==> src/rtl/heartaware_pkg.sv <==
// Shared types and constants for the heart-rate digit display path.
// Rectangle layout: digit d at rect_lsb(d); fields x_left, x_right, y_top, y_bottom from MSB down.
package heartaware_pkg;

  localparam int COORD_W    = 11;
  localparam int SAT_VALUE  = 999;
  localparam int VALUE_W    = 10;
  localparam int DIGIT_W    = 4;
  localparam int NUM_DIGITS = 3;

  localparam int DIG_H = 2;
  localparam int DIG_T = 1;
  localparam int DIG_O = 0;

  // Field slots inside one digit rectangle, in units of one coordinate.
  localparam int FLD_XL = 3;
  localparam int FLD_XR = 2;
  localparam int FLD_YT = 1;
  localparam int FLD_YB = 0;

  typedef enum logic [2:0] {
    ST_IDLE,
    ST_CONV_H,
    ST_CONV_T,
    ST_LOOK,
    ST_CAPT,
    ST_DONE
  } seq_state_e;

  function automatic int rect_lsb(input int digit, input int coord_w);
    return digit * 4 * coord_w;
  endfunction

  function automatic int field_lsb(input int digit, input int field, input int coord_w);
    return rect_lsb(digit, coord_w) + field * coord_w;
  endfunction

endpackage

==> src/rtl/bpm_digit_sequencer_if.sv <==
// Request/result bus between the BPM producer and the digit sequencer.
// master drives start/value; slave returns busy/done and the committed rectangles.
interface bpm_digit_sequencer_if #(
  parameter int COORD_W = heartaware_pkg::COORD_W
);
  logic                   start;
  logic [9:0]             value;
  logic                   busy;
  logic                   done;
  logic [12*COORD_W-1:0]  rects;
  logic [2:0]             digit_blank;

  modport master (
    output start, value,
    input  busy, done, rects, digit_blank
  );

  modport slave (
    input  start, value,
    output busy, done, rects, digit_blank
  );
endinterface

==> src/rtl/bpm_bcd_split.sv <==
// Clamps a binary BPM value and splits it into hundreds/tens/ones by repeated subtraction.
// done_o is asserted during the final tens cycle so the caller can take the digits on that edge.
module bpm_bcd_split
  import heartaware_pkg::*;
#(
  parameter int SAT = heartaware_pkg::SAT_VALUE
) (
  input  logic               clk,
  input  logic               reset,
  input  logic               start_i,
  input  logic [VALUE_W-1:0] value_i,
  output logic               done_o,
  output logic [DIGIT_W-1:0] hund_o,
  output logic [DIGIT_W-1:0] tens_o,
  output logic [DIGIT_W-1:0] ones_o
);

  seq_state_e         state_q;
  logic [VALUE_W-1:0] rem_q;
  logic [DIGIT_W-1:0] h_q;
  logic [DIGIT_W-1:0] t_q;
  logic [VALUE_W-1:0] clamped_d;

  assign clamped_d = (value_i > VALUE_W'(SAT)) ? VALUE_W'(SAT) : value_i;

  always_ff @(posedge clk) begin
    if (reset) begin
      state_q <= ST_IDLE;
      rem_q   <= '0;
      h_q     <= '0;
      t_q     <= '0;
    end else begin
      case (state_q)
        ST_IDLE: begin
          if (start_i) begin
            rem_q   <= clamped_d;
            h_q     <= '0;
            t_q     <= '0;
            state_q <= ST_CONV_H;
          end
        end
        ST_CONV_H: begin
          if (rem_q >= VALUE_W'(100)) begin
            rem_q <= rem_q - VALUE_W'(100);
            h_q   <= h_q + DIGIT_W'(1);
          end else begin
            state_q <= ST_CONV_T;
          end
        end
        ST_CONV_T: begin
          if (rem_q >= VALUE_W'(10)) begin
            rem_q <= rem_q - VALUE_W'(10);
            t_q   <= t_q + DIGIT_W'(1);
          end else begin
            state_q <= ST_IDLE;
          end
        end
        default: state_q <= ST_IDLE;
      endcase
    end
  end

  assign done_o = (state_q == ST_CONV_T) && (rem_q < VALUE_W'(10));
  assign hund_o = h_q;
  assign tens_o = t_q;
  assign ones_o = rem_q[DIGIT_W-1:0];

endmodule

==> src/rtl/bpm_digit_sequencer.sv <==
// Converts a BPM value to three digits, looks each up in the external sprite map,
// and commits all three rectangles plus leading-zero blanks in one cycle.
module bpm_digit_sequencer #(
  parameter int SAT_VALUE = heartaware_pkg::SAT_VALUE,
  parameter int COORD_W   = heartaware_pkg::COORD_W
) (
  input  logic               clk,
  input  logic               reset,
  bpm_digit_sequencer_if.slave bus,
  output logic [3:0]         sm_number,
  input  logic [COORD_W-1:0] sm_x_left,
  input  logic [COORD_W-1:0] sm_x_right,
  input  logic [COORD_W-1:0] sm_y_top,
  input  logic [COORD_W-1:0] sm_y_bottom
);
  import heartaware_pkg::*;

  localparam int RW = 4 * COORD_W;

  seq_state_e                state_q;
  logic [1:0]                idx_q;
  logic [DIGIT_W-1:0]        h_q;
  logic [DIGIT_W-1:0]        t_q;
  logic [DIGIT_W-1:0]        o_q;
  logic [RW-1:0]             shadow_q [NUM_DIGITS];
  logic                      busy_q;
  logic                      done_q;
  logic [DIGIT_W-1:0]        sm_number_q;
  logic [NUM_DIGITS*RW-1:0]  rects_q;
  logic [2:0]                blank_q;

  logic                      accept_d;
  logic [RW-1:0]             sprite_rect_d;
  logic [NUM_DIGITS*RW-1:0]  commit_d;
  logic                      split_done;
  logic [DIGIT_W-1:0]        split_h;
  logic [DIGIT_W-1:0]        split_t;
  logic [DIGIT_W-1:0]        split_o;

  assign accept_d = (state_q == ST_IDLE) && bus.start;

  assign sprite_rect_d[FLD_XL*COORD_W +: COORD_W] = sm_x_left;
  assign sprite_rect_d[FLD_XR*COORD_W +: COORD_W] = sm_x_right;
  assign sprite_rect_d[FLD_YT*COORD_W +: COORD_W] = sm_y_top;
  assign sprite_rect_d[FLD_YB*COORD_W +: COORD_W] = sm_y_bottom;

  // The ones rectangle arrives on the commit edge itself, so it bypasses the shadow.
  generate
    for (genvar gi = 0; gi < NUM_DIGITS; gi++) begin : g_commit
      if (gi == DIG_O) begin : g_live
        assign commit_d[rect_lsb(gi, COORD_W) +: RW] = sprite_rect_d;
      end else begin : g_shadow
        assign commit_d[rect_lsb(gi, COORD_W) +: RW] = shadow_q[gi];
      end
    end
  endgenerate

  bpm_bcd_split #(
    .SAT(SAT_VALUE)
  ) u_split (
    .clk     (clk),
    .reset   (reset),
    .start_i (accept_d),
    .value_i (bus.value),
    .done_o  (split_done),
    .hund_o  (split_h),
    .tens_o  (split_t),
    .ones_o  (split_o)
  );

  // ST_CONV_H covers the whole split; the splitter walks hundreds then tens internally.
  always_ff @(posedge clk) begin
    if (reset) begin
      state_q     <= ST_IDLE;
      idx_q       <= 2'(DIG_H);
      h_q         <= '0;
      t_q         <= '0;
      o_q         <= '0;
      busy_q      <= 1'b0;
      done_q      <= 1'b0;
      sm_number_q <= '0;
      rects_q     <= '0;
      blank_q     <= '0;
      for (int i = 0; i < NUM_DIGITS; i++) shadow_q[i] <= '0;
    end else begin
      done_q <= 1'b0;
      case (state_q)
        ST_IDLE: begin
          if (accept_d) begin
            busy_q  <= 1'b1;
            idx_q   <= 2'(DIG_H);
            state_q <= ST_CONV_H;
          end
        end
        ST_CONV_H, ST_CONV_T: begin
          if (split_done) begin
            h_q         <= split_h;
            t_q         <= split_t;
            o_q         <= split_o;
            sm_number_q <= split_h;
            state_q     <= ST_LOOK;
          end
        end
        ST_LOOK: state_q <= ST_CAPT;
        ST_CAPT: begin
          shadow_q[idx_q] <= sprite_rect_d;
          if (idx_q != 2'(DIG_O)) begin
            idx_q       <= idx_q - 2'd1;
            sm_number_q <= (idx_q == 2'(DIG_H)) ? t_q : o_q;
            state_q     <= ST_LOOK;
          end else begin
            rects_q <= commit_d;
            blank_q <= {h_q == '0, (h_q == '0) && (t_q == '0), 1'b0};
            done_q  <= 1'b1;
            state_q <= ST_DONE;
          end
        end
        ST_DONE: begin
          busy_q  <= 1'b0;
          state_q <= ST_IDLE;
        end
        default: state_q <= ST_IDLE;
      endcase
    end
  end

  assign bus.busy        = busy_q;
  assign bus.done        = done_q;
  assign bus.rects       = rects_q;
  assign bus.digit_blank = blank_q;
  assign sm_number       = sm_number_q;

endmodule
==> src/flat_wrapper.sv <==
// flat-port wrapper written by rule: the top's interface ports become plain ports
module bpm_digit_sequencer_flat import heartaware_pkg::*;
#(
  parameter int SAT_VALUE = heartaware_pkg::SAT_VALUE,
  parameter int COORD_W   = heartaware_pkg::COORD_W
)
  (clk, reset, sm_number, sm_x_left, sm_x_right, sm_y_top, sm_y_bottom, bus_start, bus_value, bus_busy, bus_done, bus_rects, bus_digit_blank);
  bpm_digit_sequencer_if #(.COORD_W(COORD_W)) bus_i ();
  input  logic clk;
  input  logic reset;
  output logic [3:0] sm_number;
  input  logic [COORD_W-1:0] sm_x_left;
  input  logic [COORD_W-1:0] sm_x_right;
  input  logic [COORD_W-1:0] sm_y_top;
  input  logic [COORD_W-1:0] sm_y_bottom;
  input wire logic [$bits(bus_i.start)-1:0] bus_start;
  input wire logic [$bits(bus_i.value)-1:0] bus_value;
  output wire logic [$bits(bus_i.busy)-1:0] bus_busy;
  output wire logic [$bits(bus_i.done)-1:0] bus_done;
  output wire logic [$bits(bus_i.rects)-1:0] bus_rects;
  output wire logic [$bits(bus_i.digit_blank)-1:0] bus_digit_blank;
  assign bus_i.start = bus_start;
  assign bus_i.value = bus_value;
  assign bus_busy = bus_i.busy;
  assign bus_done = bus_i.done;
  assign bus_rects = bus_i.rects;
  assign bus_digit_blank = bus_i.digit_blank;
  bpm_digit_sequencer #(.SAT_VALUE(SAT_VALUE), .COORD_W(COORD_W)) u_core (.clk(clk), .reset(reset), .bus(bus_i), .sm_number(sm_number), .sm_x_left(sm_x_left), .sm_x_right(sm_x_right), .sm_y_top(sm_y_top), .sm_y_bottom(sm_y_bottom));
endmodule
==> config.mk <==
export PLATFORM = sky130hd
export DESIGN_NAME = bpm_digit_sequencer_flat
export DESIGN_NICKNAME = d
export VERILOG_FILES = /design/src/rtl/heartaware_pkg.sv /design/src/rtl/bpm_digit_sequencer_if.sv /design/src/rtl/bpm_bcd_split.sv /design/src/rtl/bpm_digit_sequencer.sv /design/src/flat_wrapper.sv
export SDC_FILE = /design/constraint.sdc
export NUM_CORES = 1
export LEC_CHECK = 0
export ABC_AREA = 1
export CAP_MARGIN = 20
export CORE_ASPECT_RATIO = 1.2
export CORE_MARGIN = 2
export CORE_UTILIZATION = 55
export CTS_CLUSTER_DIAMETER = 120
export CTS_CLUSTER_SIZE = 28
export DETAILED_ROUTE_END_ITERATION = 7
export PLACE_DENSITY = 0.84
export SYNTH_ARGS = -nofsm -noshare
export SYNTH_HDL_FRONTEND = slang
export SYNTH_SLANG_ARGS = --single-unit
==> constraint.sdc <==
create_clock -name clk -period 5.6 [get_ports clk]
set_input_delay 1.4 -clock clk [delete_from_list [all_inputs] [get_ports clk]]
set_output_delay 1.4 -clock clk [all_outputs]
set_load 0.02 [all_outputs]
==> qor.yml <==
routedWlPerCell_um: 15.8
criticalPathCategory: "flip-flop to flip-flop"
synthDistinctLibCells: 40
grt_overflow: 0
clock_latency_ns: 0.47
remaining_drc_errors: 0
synth_seq_cells: 265
period_share: 0.520
fin_tns_setup_ns: 0
path_cells: "nor2_4 > inv_2 > nor2_4 > nand2_4 > inv_4 > buf_4 > o21ai_0 > a21oi_1"
die_y_um: 155
grt_antenna_before_repair: 0
setup_violations: 0
cts_buffers: 13
outcome: "finished clean"
htreeDepth: 1
fin_ws_ns: 2.69
hp-class: "flip-flop to flip-flop"
p_int_mw: 2.91
cp_max_fo: 100
coreArea_um2: 18800
ant_nets: 0
grt_pass1_wl_um: 39300
fin_nets: 1380
slew_violations: 0
syn_inst: 1156
drtIter0Drc: 651
final_cell_mix: "nand2_1 (242), clkdlybuf4s50_1 (195), dfxtp_1 (177)"
clk_path_buf_depth: 3
cts_setup_buffers: 0
grtUsageTotal: 0.242
drive_above_1_share: 0.0647
layout_commonest_cell: "nand2_1"
pre_cts_slack_ns: 1.89
p_comb_frac: 0.249
viasPerCell: 5.23
ios: 198
p_leak_nw: 4.81
finClkSkew_ns: 0.0224
cts.repair.resized: 0
die_w_um: 130
cts_hold_buf: 0
ir_drop_uv: 282
p_sw_frac: 0.319
fin_total_pwr_mw: 4.28
wl_um: 24900
fin_area_um2: 12800
path_clk_slew_ns: 0.12
yosysSeqAreaShare: 0.591
die_area_um2: 20200
slowest_stage: "buf_4"
crit_top_cell: "nor2_4"
routabilityCongestion: 0.833
utilization: 0.682
hold_viol_final: 0
diodes: 0
yosys_warnings: 0
power.density_nw_per_um2: 334
worstSetupStartpointType: "flip-flop"
max_stage_delay_ns: 0.75
rsz0062_at_grt: "false"
fillers: 1440
pwr-share-seq: 0.511
cts_sinks: 265
dr.pass1.iters: 5
fin_crit_ns: 2.91
numPortBuffers: 196
pwr-share-clk: 0.240
tightest_slew_ns: 0.994
hpwl_um: 16700
grt_pass1_vias: 7886
grt_max_degree: 101
cts_tree: "yes"
crit_required_ns: 6.00
placed_cell_area_um2: 12400
start_util: 0.557
maxCapViolCount: 0
arrival_ns: 3.31
max_slew_margin: 0.337
area_delta_synth_final_pct: 22.4
syn_nets: 1228
core.rowCount: 55
synth_area_um2: 10500
fmax_ghz: 0.344
p_sw_mw: 1.36
root_buffer: "clkbuf_16"
vias: 8209
critPathCaptureType: "flip-flop"
synth_area_per_cell_um2: 9.05
-- final timing paths --
kind	start	endpoint	slack, ns	depth (start not counted)
hold / removal	u_core.o_q[2]	u_core.o_q[2]	0.47	2
setup reg to reg	u_core.state_q[0]	u_core.bus.rects[28]	2.69	8
hold reg to reg	u_core.o_q[2]	u_core.o_q[2]	0.47	2
setup / recovery	u_core.state_q[0]	u_core.bus.rects[28]	2.69	8
-- power by group through the flow --
stage               registers, mW  logic, mW  clock network [mW]
CTS                          2.18       1.06                1.04
global route                 2.20       1.19                1.11
global placement             2.22       1.02                   0
floorplan                    2.23      0.766                   0
finish                       2.18       1.07                1.03
detailed placement           2.22       1.05                   0
-- cell type report --
| type | instances | area (µm²) | share of cell area |
|---|---|---|---|
| Sequential cell | 265 | 6190 | 0.483 |
| Multi-Input combinational cell | 733 | 3560 | 0.278 |
| Timing Repair Buffer | 202 | 2030 | 0.158 |
| Clock buffer | 20 | 352 | 0.0274 |
| Inverter | 93 | 352 | 0.0274 |
| Tap cell | 256 | 320 | 0.0250 |
| Clock inverter | 1 | 16.3 | 0.00127 |
-- sequential cells by signal (all words and copies together), names as in the netlist --
signal	cells
u_core.bus.rects	132
u_core.shadow_q	88
u_core.u_split.rem_q	10
u_core.h_q	4
u_core.o_q	4
u_core.sm_number	4
u_core.t_q	4
u_core.u_split.hund_o	4
u_core.u_split.tens_o	4
u_core.state_q	3
u_core.bus.digit_blank	2
u_core.idx_q	2
u_core.u_split.state_q	2
u_core.bus.busy	1
u_core.bus.done	1
-- worst max-delay path: cells and delay by family (launching register included) --
| family | cells | cell delay, ns |
|---|---|---|
| buffers and inverters | 3 | 1.44 |
| AND/OR/NAND/NOR | 3 | 0.57 |
| AO/OA/AOI/OAI | 2 | 0.38 |
| flip-flops | 1 | 0.37 |
-- metrics by stage --
step	cells	hold WS, ns
global placement	1547	0.439
finish	1570	0.469
detailed placement	1547	0.454
CTS	1568	0.471
global route	1570	0.487
floorplan	1156	0.425
-- layer usage --
metal	up-vias	part of all wire	global-route usage	wire [µm]
li1	4057	-	-	-
met1	3870	0.39	0.291	9710
met2	248	0.52	0.433	13100
met3	34	0.064	0.0516	1580
met4	0	0.021	0.0732	531
met5	-	0	0	0
-- Yosys cell counts, drive strengths merged --
cell / number / share of area
dfxtp: 177 / 0.34
o31ai: 1 / 0.00072
o22ai: 1 / 0.00060
inv: 92 / 0.033
a211oi: 1 / 0.00072
o211ai: 2 / 0.0014
o21a: 1 / 0.00072
ha: 15 / 0.018
nor4: 2 / 0.0012
nor3: 1 / 0.00048
conb: 1 / 0.00036
xnor2: 1 / 0.00084
nand2: 264 / 0.10
o21ai: 85 / 0.041
buf: 45 / 0.029
xor2: 1 / 0.00084
or2: 3 / 0.0018
a21oi: 171 / 0.086
clkbuf: 20 / 0.0072
clkinv: 1 / 0.00036
edfxtp: 88 / 0.25
a21boi: 1 / 0.00072
nor2: 136 / 0.054
nand3: 41 / 0.025
nand4: 5 / 0.0030
-- kinds of logic (layout without fill, tap and decap cells) --
family	after synthesis	after routing	synth area share
AOI/OAI and AO/OA	263	263	0.132
and+or+nand+nor	452	452	0.187
adders and majority gates	15	15	0.0179
other	1	1	0.000358
buffers and inverters	158	316	0.0697
xor gates and xnor gates	2	2	0.00167
DFF	265	265	0.591
No activity file was read; power rests on OpenSTA's default activity.
